--- src/rtl/fdd_track_emu.sv ---
// ---------------------------------------------------------------------------
// fdd_track_emu
//
// Floppy drive emulator placed directly behind the FDC drive interface. It
// spins a pre-MFM-encoded track image held in an external track RAM, turns
// the stored bitcells into RDATA pulses, generates INDEX, tracks the head
// cylinder from STEP/DIR, and captures write-gate bitcells back into the RAM.
//
// Ports
//   iCLK, iRESET        16 MHz FDC clock, synchronous active-high reset
//   iMOTOR, iIMG_READY  rotation runs only while both are high
//   iSTEP, iDIR         step strobe (async, rising edge) and direction (1 = in)
//   iSIDE1              head select
//   iWG, iWDATA         write gate and asynchronous write pulses
//   iIMG_WP             image write protect (blocks RAM writes, not capture)
//   iRAM_DATA           track RAM read data, one clock after oRAM_ADDR
//   oRAM_ADDR/WDATA/WE  track RAM address, captured byte, write strobe
//   oRDATA, oINDEX      read pulses and index window to the controller
//   oTR00, oWPRT        track-0 and write-protect status
//   oTRACK, oSIDE       current cylinder and registered side
//   oTRK_CHG            one-clock pulse when cylinder or side changes
//   oDIRTY, iDIRTY_CLR  sticky "image modified" flag and its clear
// ---------------------------------------------------------------------------
module fdd_track_emu #(
    parameter int CELL_CLKS   = 32,
    parameter int TRACK_BYTES = 12500,
    parameter int INDEX_BYTES = 250,
    parameter int PULSE_CLKS  = 4,
    parameter int MAX_TRACK   = 83
) (
    input  logic        iCLK,
    input  logic        iRESET,
    input  logic        iMOTOR,
    input  logic        iSTEP,
    input  logic        iDIR,
    input  logic        iSIDE1,
    input  logic        iWG,
    input  logic        iWDATA,
    input  logic        iIMG_READY,
    input  logic        iIMG_WP,
    input  logic [7:0]  iRAM_DATA,
    output logic [13:0] oRAM_ADDR,
    output logic [7:0]  oRAM_WDATA,
    output logic        oRAM_WE,
    output logic        oRDATA,
    output logic        oINDEX,
    output logic        oTR00,
    output logic        oWPRT,
    output logic [6:0]  oTRACK,
    output logic        oSIDE,
    output logic        oTRK_CHG,
    output logic        oDIRTY,
    input  logic        iDIRTY_CLR
);

    localparam int              CW        = (CELL_CLKS > 1) ? $clog2(CELL_CLKS) : 1;
    localparam logic [CW-1:0]   CELL_LAST = CW'(CELL_CLKS - 1);
    localparam logic [CW:0]     PULSE_END = (CW + 1)'(PULSE_CLKS);
    localparam logic [13:0]     POS_LAST  = 14'(TRACK_BYTES - 1);
    localparam logic [13:0]     IDX_END   = 14'(INDEX_BYTES);
    localparam logic [6:0]      TRK_MAX   = 7'(MAX_TRACK);

    // -----------------------------------------------------------------------
    // Rotation: cell clock counter, cell within byte, byte position on track
    // -----------------------------------------------------------------------
    logic [CW-1:0] cellCnt;
    logic [2:0]    cellIdx;
    logic [13:0]   pos;
    logic [7:0]    shift;
    logic          spinning;
    logic          cellEnd;
    logic          byteEnd;
    logic          byteStart;
    logic [13:0]   posNext;

    assign spinning  = iMOTOR & iIMG_READY;
    assign cellEnd   = (cellCnt == CELL_LAST);
    assign byteEnd   = cellEnd && (cellIdx == 3'd7);
    assign byteStart = (cellCnt == '0) && (cellIdx == 3'd0);
    assign posNext   = (pos == POS_LAST) ? 14'd0 : pos + 14'd1;

    always_ff @(posedge iCLK) begin
        if (iRESET) begin
            cellCnt <= '0;
            cellIdx <= 3'd0;
            pos     <= 14'd0;
            shift   <= 8'd0;
        end else if (spinning) begin
            if (cellEnd) begin
                cellCnt <= '0;
                cellIdx <= cellIdx + 3'd1;
                if (cellIdx == 3'd7)
                    pos <= posNext;
            end else begin
                cellCnt <= cellCnt + 1'b1;
            end
            // The address for the next byte has been on the bus all byte,
            // so the RAM word is valid on the last clock.
            if (byteEnd)
                shift <= iRAM_DATA;
        end
    end

    // -----------------------------------------------------------------------
    // Read pulses: MSB-first cell bit, pulse window at the head of the cell.
    // ~cellIdx selects bit 7 for cell 0 down to bit 0 for cell 7.
    // -----------------------------------------------------------------------
    logic pulseWin;
    assign pulseWin = ({1'b0, cellCnt} < PULSE_END);
    assign oRDATA   = spinning & ~iWG & shift[~cellIdx] & pulseWin;

    always_ff @(posedge iCLK) begin
        if (iRESET)
            oINDEX <= 1'b0;
        else
            oINDEX <= spinning && (pos < IDX_END);
    end

    // -----------------------------------------------------------------------
    // Head positioning and side select
    // stepPipe[1:0] is the synchroniser, stepPipe[2] the edge-detect history.
    // -----------------------------------------------------------------------
    logic [2:0] stepPipe;
    logic [1:0] sideSync;
    logic       stepRise;
    logic       sideChg;
    logic [6:0] trackNext;

    assign stepRise = stepPipe[1] & ~stepPipe[2];
    assign sideChg  = sideSync[1] ^ oSIDE;

    always_comb begin
        trackNext = oTRACK;
        if (stepRise) begin
            if (iDIR) begin
                if (oTRACK < TRK_MAX)
                    trackNext = oTRACK + 7'd1;
            end else if (oTRACK != 7'd0) begin
                trackNext = oTRACK - 7'd1;
            end
        end
    end

    always_ff @(posedge iCLK) begin
        if (iRESET) begin
            stepPipe <= 3'b000;
            sideSync <= 2'b00;
            oTRACK   <= 7'd0;
            oTR00    <= 1'b1;
            oSIDE    <= 1'b0;
            oTRK_CHG <= 1'b0;
            oWPRT    <= 1'b0;
        end else begin
            stepPipe <= {stepPipe[1:0], iSTEP};
            sideSync <= {sideSync[0], iSIDE1};
            oTRACK   <= trackNext;
            oTR00    <= (trackNext == 7'd0);
            oSIDE    <= sideSync[1];
            // Saturated steps leave trackNext unchanged, so they never pulse;
            // a coincident step and side change merge into one pulse.
            oTRK_CHG <= (trackNext != oTRACK) | sideChg;
            oWPRT    <= iIMG_WP;
        end
    end

    // -----------------------------------------------------------------------
    // Write capture
    // capValid is armed only at byte clock 0 with the gate already open and
    // drops whenever the gate closes, so a byte is committed only if the gate
    // covered all eight cells.
    // -----------------------------------------------------------------------
    logic [2:0]  wdPipe;
    logic        wEdge;
    logic        capturing;
    logic        cellHit;
    logic        cellBit;
    logic [6:0]  capByte;
    logic        capValid;
    logic        weReg;
    logic [13:0] wAddr;

    assign wEdge     = wdPipe[1] & ~wdPipe[2];
    assign capturing = spinning & iWG;
    assign cellBit   = cellHit | wEdge;

    always_ff @(posedge iCLK) begin
        if (iRESET) begin
            wdPipe     <= 3'b000;
            cellHit    <= 1'b0;
            capByte    <= 7'd0;
            capValid   <= 1'b0;
            weReg      <= 1'b0;
            wAddr      <= 14'd0;
            oRAM_WDATA <= 8'd0;
            oDIRTY     <= 1'b0;
        end else begin
            wdPipe <= {wdPipe[1:0], iWDATA};
            weReg  <= 1'b0;
            if (!capturing) begin
                cellHit  <= 1'b0;
                capByte  <= 7'd0;
                capValid <= 1'b0;
            end else begin
                if (byteStart)
                    capValid <= 1'b1;
                if (cellEnd) begin
                    cellHit <= 1'b0;
                    capByte <= {capByte[5:0], cellBit};
                end else if (wEdge) begin
                    cellHit <= 1'b1;
                end
                // Commit on the final clock; the strobe shows on clock 0 of
                // the following byte, addressed to the byte just finished.
                if (byteEnd && capValid && !iIMG_WP) begin
                    weReg      <= 1'b1;
                    wAddr      <= pos;
                    oRAM_WDATA <= {capByte, cellBit};
                end
            end
            if (weReg)
                oDIRTY <= 1'b1;
            else if (iDIRTY_CLR)
                oDIRTY <= 1'b0;
        end
    end

    assign oRAM_WE   = weReg;
    assign oRAM_ADDR = weReg ? wAddr : posNext;

endmodule

--- config.mk ---
export PLATFORM = sky130hd
export DESIGN_NAME = fdd_track_emu
export DESIGN_NICKNAME = d
export VERILOG_FILES = /design/src/rtl/fdd_track_emu.sv
export SDC_FILE = /design/constraint.sdc
export NUM_CORES = 1
export LEC_CHECK = 0
export CAP_MARGIN = 30
export CORE_MARGIN = 2
export CORE_UTILIZATION = 45
export CTS_CLUSTER_DIAMETER = 150
export DETAILED_ROUTE_END_ITERATION = 8
export GPL_TIMING_DRIVEN = 0
export PLACE_DENSITY = 0.68
export SYNTH_ARGS = -nofsm -noshare
export SYNTH_HDL_FRONTEND = slang
export SYNTH_SLANG_ARGS = --single-unit
--- constraint.sdc ---
create_clock -name iCLK -period 2.48 [get_ports iCLK]
set_input_delay 0.496 -clock iCLK [delete_from_list [all_inputs] [get_ports iCLK]]
set_output_delay 0.496 -clock iCLK [all_outputs]
set_load 0.01 [all_outputs]
==> results.sh <==
export IMPL_outcome="complete, but fails checks"
export IMPL_violations="setup timing"
export IMPL_grt_max_degree=14
export IMPL_power_w=0.00249
export IMPL_synth_top_area_cell="dfxtp_1"
export IMPL_grtUsageMet1=0.285
export IMPL_synth_cell_types=50
export IMPL_hp_start="stepPipe[0]"
export IMPL_whs_endpoint="stepPipe[1]"
export IMPL_rows=34
export IMPL_syn2layout_area_growth_pct=29.1
export IMPL_critPathLaunchType="register"
export IMPL_clock_sinks=83
export IMPL_synth_top_area_frac=0.419
export IMPL_syn_avg_cell_area_um2=7.95
export IMPL_cp_cell_sequence="nand4_1, or4_4, nor2_4, xnor2_2, o31ai_2, buf_2"
export IMPL_finalHoldViolCount=0
export IMPL_core_area_um2=8640
export IMPL_cts_max_path_buffers=2
export IMPL_critical_path_endpoint_type="output port"
export IMPL_ys_warn_count=0
export IMPL_final_cell_mix="nand2_1, dfxtp_1, a21oi_1"
export IMPL_holdPathStages=1
export IMPL_timing_rr_start="oTRACK[1]"
export IMPL_rsz0062_at_grt="yes"
export IMPL_die_h_um=97.9
export IMPL_gr_total_overflow=0
export IMPL_slew_violations=0
export IMPL_crit_type="register to output port"
export IMPL_gp_congestion=0.886
export IMPL_grt_busiest_layer="met2"
export IMPL_dp_hpwl_mm=6.82
export IMPL_cts_max_level=3
export IMPL_grt_pass1_vias=3457
export IMPL_syn_area_um2=3970
export IMPL_rr_worst_depth=9
export IMPL_antenna_found_initial=0
export IMPL_skew_ns=0.00732
export IMPL_final_antenna_net_count=0
export IMPL_fin_util=0.593
export IMPL_ys_seq_area_frac=0.419
export IMPL_path_max_fanout=7
export IMPL_power_leakage_nw=1.86
export IMPL_io_buffers=54
export IMPL_initial_core_util=0.459
export IMPL_rrSetupSlack_ns=0.17
export IMPL_die_area_um2=9580
export IMPL_arrival_ns=2.12
export IMPL_wire_per_inst_um=14.4
export IMPL_ys_ff_latch=83
export IMPL_synth_async_reset_ratio=0
export IMPL_synth_net_count=528
export IMPL_grt_pass1_wl_mm=16.7
export IMPL_crit_start="pos[5]"
export IMPL_pin_count=56
export IMPL_fmax_mhz=383
export IMPL_use_met2=0.354
export IMPL_synth_top_cells_by_area="dfxtp_1, nand2_1, a21oi_1, nor2_1, ha_1"
export IMPL_required_ns=1.98
export IMPL_drive_gt1_frac=0.185
export IMPL_drc=0
export IMPL_grtUsageTotal=0.214
export IMPL_synthCells=499
export IMPL_maxCapViolCount=0
export IMPL_cts_tree="built"
export IMPL_worst_slack_ns=-0.134
export IMPL_yosys_most_used_dff="dfxtp_1"
export IMPL_final_common_cell="nand2_1"
export IMPL_vdd_drop_max_mv=0.303
export IMPL_vias_per_cell=5.31
export IMPL_finalSetupViolCount=9
export IMPL_powerDensity_nw_per_um2=485
export IMPL_die_w_um=97.9
export IMPL_synth_edf_count=0
export IMPL_cts_root_buf="clkbuf_8"
export IMPL_relSlewSlack=0.591
export IMPL_period_share=1.05
export IMPL_vias=3646
export IMPL_cts_buffers=9
export IMPL_drt_initial_drc_count=173
export IMPL_wirelength_mm=9.90
export IMPL_hold_slack_ns=0.448
export IMPL_clkSlewWorstSetupHoldPaths_ns=0.08
export IMPL_worst_slew_pin_slew_ns=0.613
export IMPL_first_pass_iters=4
export IMPL_fin_crit_ns=2.61
export IMPL_hold_path_class="register to register"
export IMPL_antenna_cells=0
export IMPL_r2r_end="oTR00"
export IMPL_critPathMaxStageDelay_ns=0.49
export IMPL_critPathSlowestCell="or4_4"
export IMPL_clk_latency_ns=0.36
export IMPL_use_met3=0.0358
export IMPL_nets=603
-- registers in the layout, indices dropped and copies added, names as in the netlist, 3 cells and up --
signal and cells:
capByte 7, cellCnt 5, cellIdx 3, oRAM_WDATA 8, oTRACK 7, pos 14, shift 8, stepPipe 3
wAddr 14, wdPipe 3
-- Yosys cell counts, types with 5 or more instances --
library cell / n
inv_1: 10
dfxtp_1: 83
nor2b_1: 11
o21ai_0: 20
nor2_1: 48
clkbuf_1: 24
nand4_1: 6
nor3_1: 15
mux2i_1: 9
nor4_1: 6
nand3_1: 13
o31ai_1: 7
or3_1: 5
a21oi_1: 54
xnor2_1: 12
ha_1: 10
and3_1: 5
nand2_1: 101
-- per-stage QoR --
step | instance area [µm²] | setup slack (ns) | cells | setup TNS (ns)
floorplan | 3970 | 0.175 | 499 | 0
global placement | 4640 | -0.581 | 661 | -7.37
detailed placement | 4640 | -0.549 | 661 | -7.77
CTS | 5050 | -0.161 | 683 | -0.773
global route | 5120 | -0.203 | 686 | -1.40
finish | 5120 | -0.134 | 686 | -0.778
-- kinds of logic after synthesis --
family          Yosys count  share of synthesized area
compound gates          100                      0.145
xor+xnor                 17                     0.0394
fa+ha+maj                10                     0.0315
buf+inv                  46                     0.0580
flops                    83                      0.419
mux                      13                     0.0397
simple gates            230                      0.268
-- repair_timing --
item,4_1_cts,5_1_grt
pin swaps,11,8
hold endpoints to repair,0,0
resized for setup,97,24
buffers inserted,10,5
hold buffers,0,0
gates cloned,1,0
setup endpoints to repair,36,47
-- area by class of cell --
cell class | count | area [µm²]
well taps | 108 | 135
clock buffers | 10 | 138
clock inverters | 5 | 53.8
plain buffers | 30 | 200
fillers | 807 | 3510
flip-flops and latches | 83 | 1700
inverters | 10 | 37.5
multi-input cells | 370 | 2220
repair buffers | 70 | 638
-- power by group --
| group | internal (W) | switching [W] |
|---|---|---|
| clock | 0.000484 | 0.000474 |
| combinational | 0.0000861 | 0.0000916 |
| sequential | 0.00134 | 0.0000111 |
-- worst max-delay path by stage --
stage                     to  slack, ns  depth (start not counted)
3_5_place_dp   oRAM_ADDR[12]      -0.55                          7
6_report       oRAM_ADDR[13]      -0.13                          6
3_3_place_gp   oRAM_ADDR[12]      -0.58                          7
2_1_floorplan  oRAM_ADDR[12]       0.18                          6
5_1_grt        oRAM_ADDR[13]      -0.20                          6
4_1_cts        oRAM_ADDR[13]      -0.16                          7
-- worst max-delay path, delay by kind of cell, from the launching register on --
kind / cells / cell delay, ns
AOI/OAI and AO/OA: 1 / 0.24
xor gates and xnor gates: 1 / 0.09
buffers and inverters: 1 / 0.18
DFF: 1 / 0.41
and+or+nand+nor: 3 / 0.84
-- layer usage --
layer  part of all wire  routed length (µm)  vias to the layer above
met5                  0                   0                        -
met4              0.011                 106                        0
met3              0.045                 441                       12
met2               0.48                4760                       85
met1               0.46                4590                     1697
li1                   -                   -                     1852
Note: power is estimated with default switching activity, not from simulation.
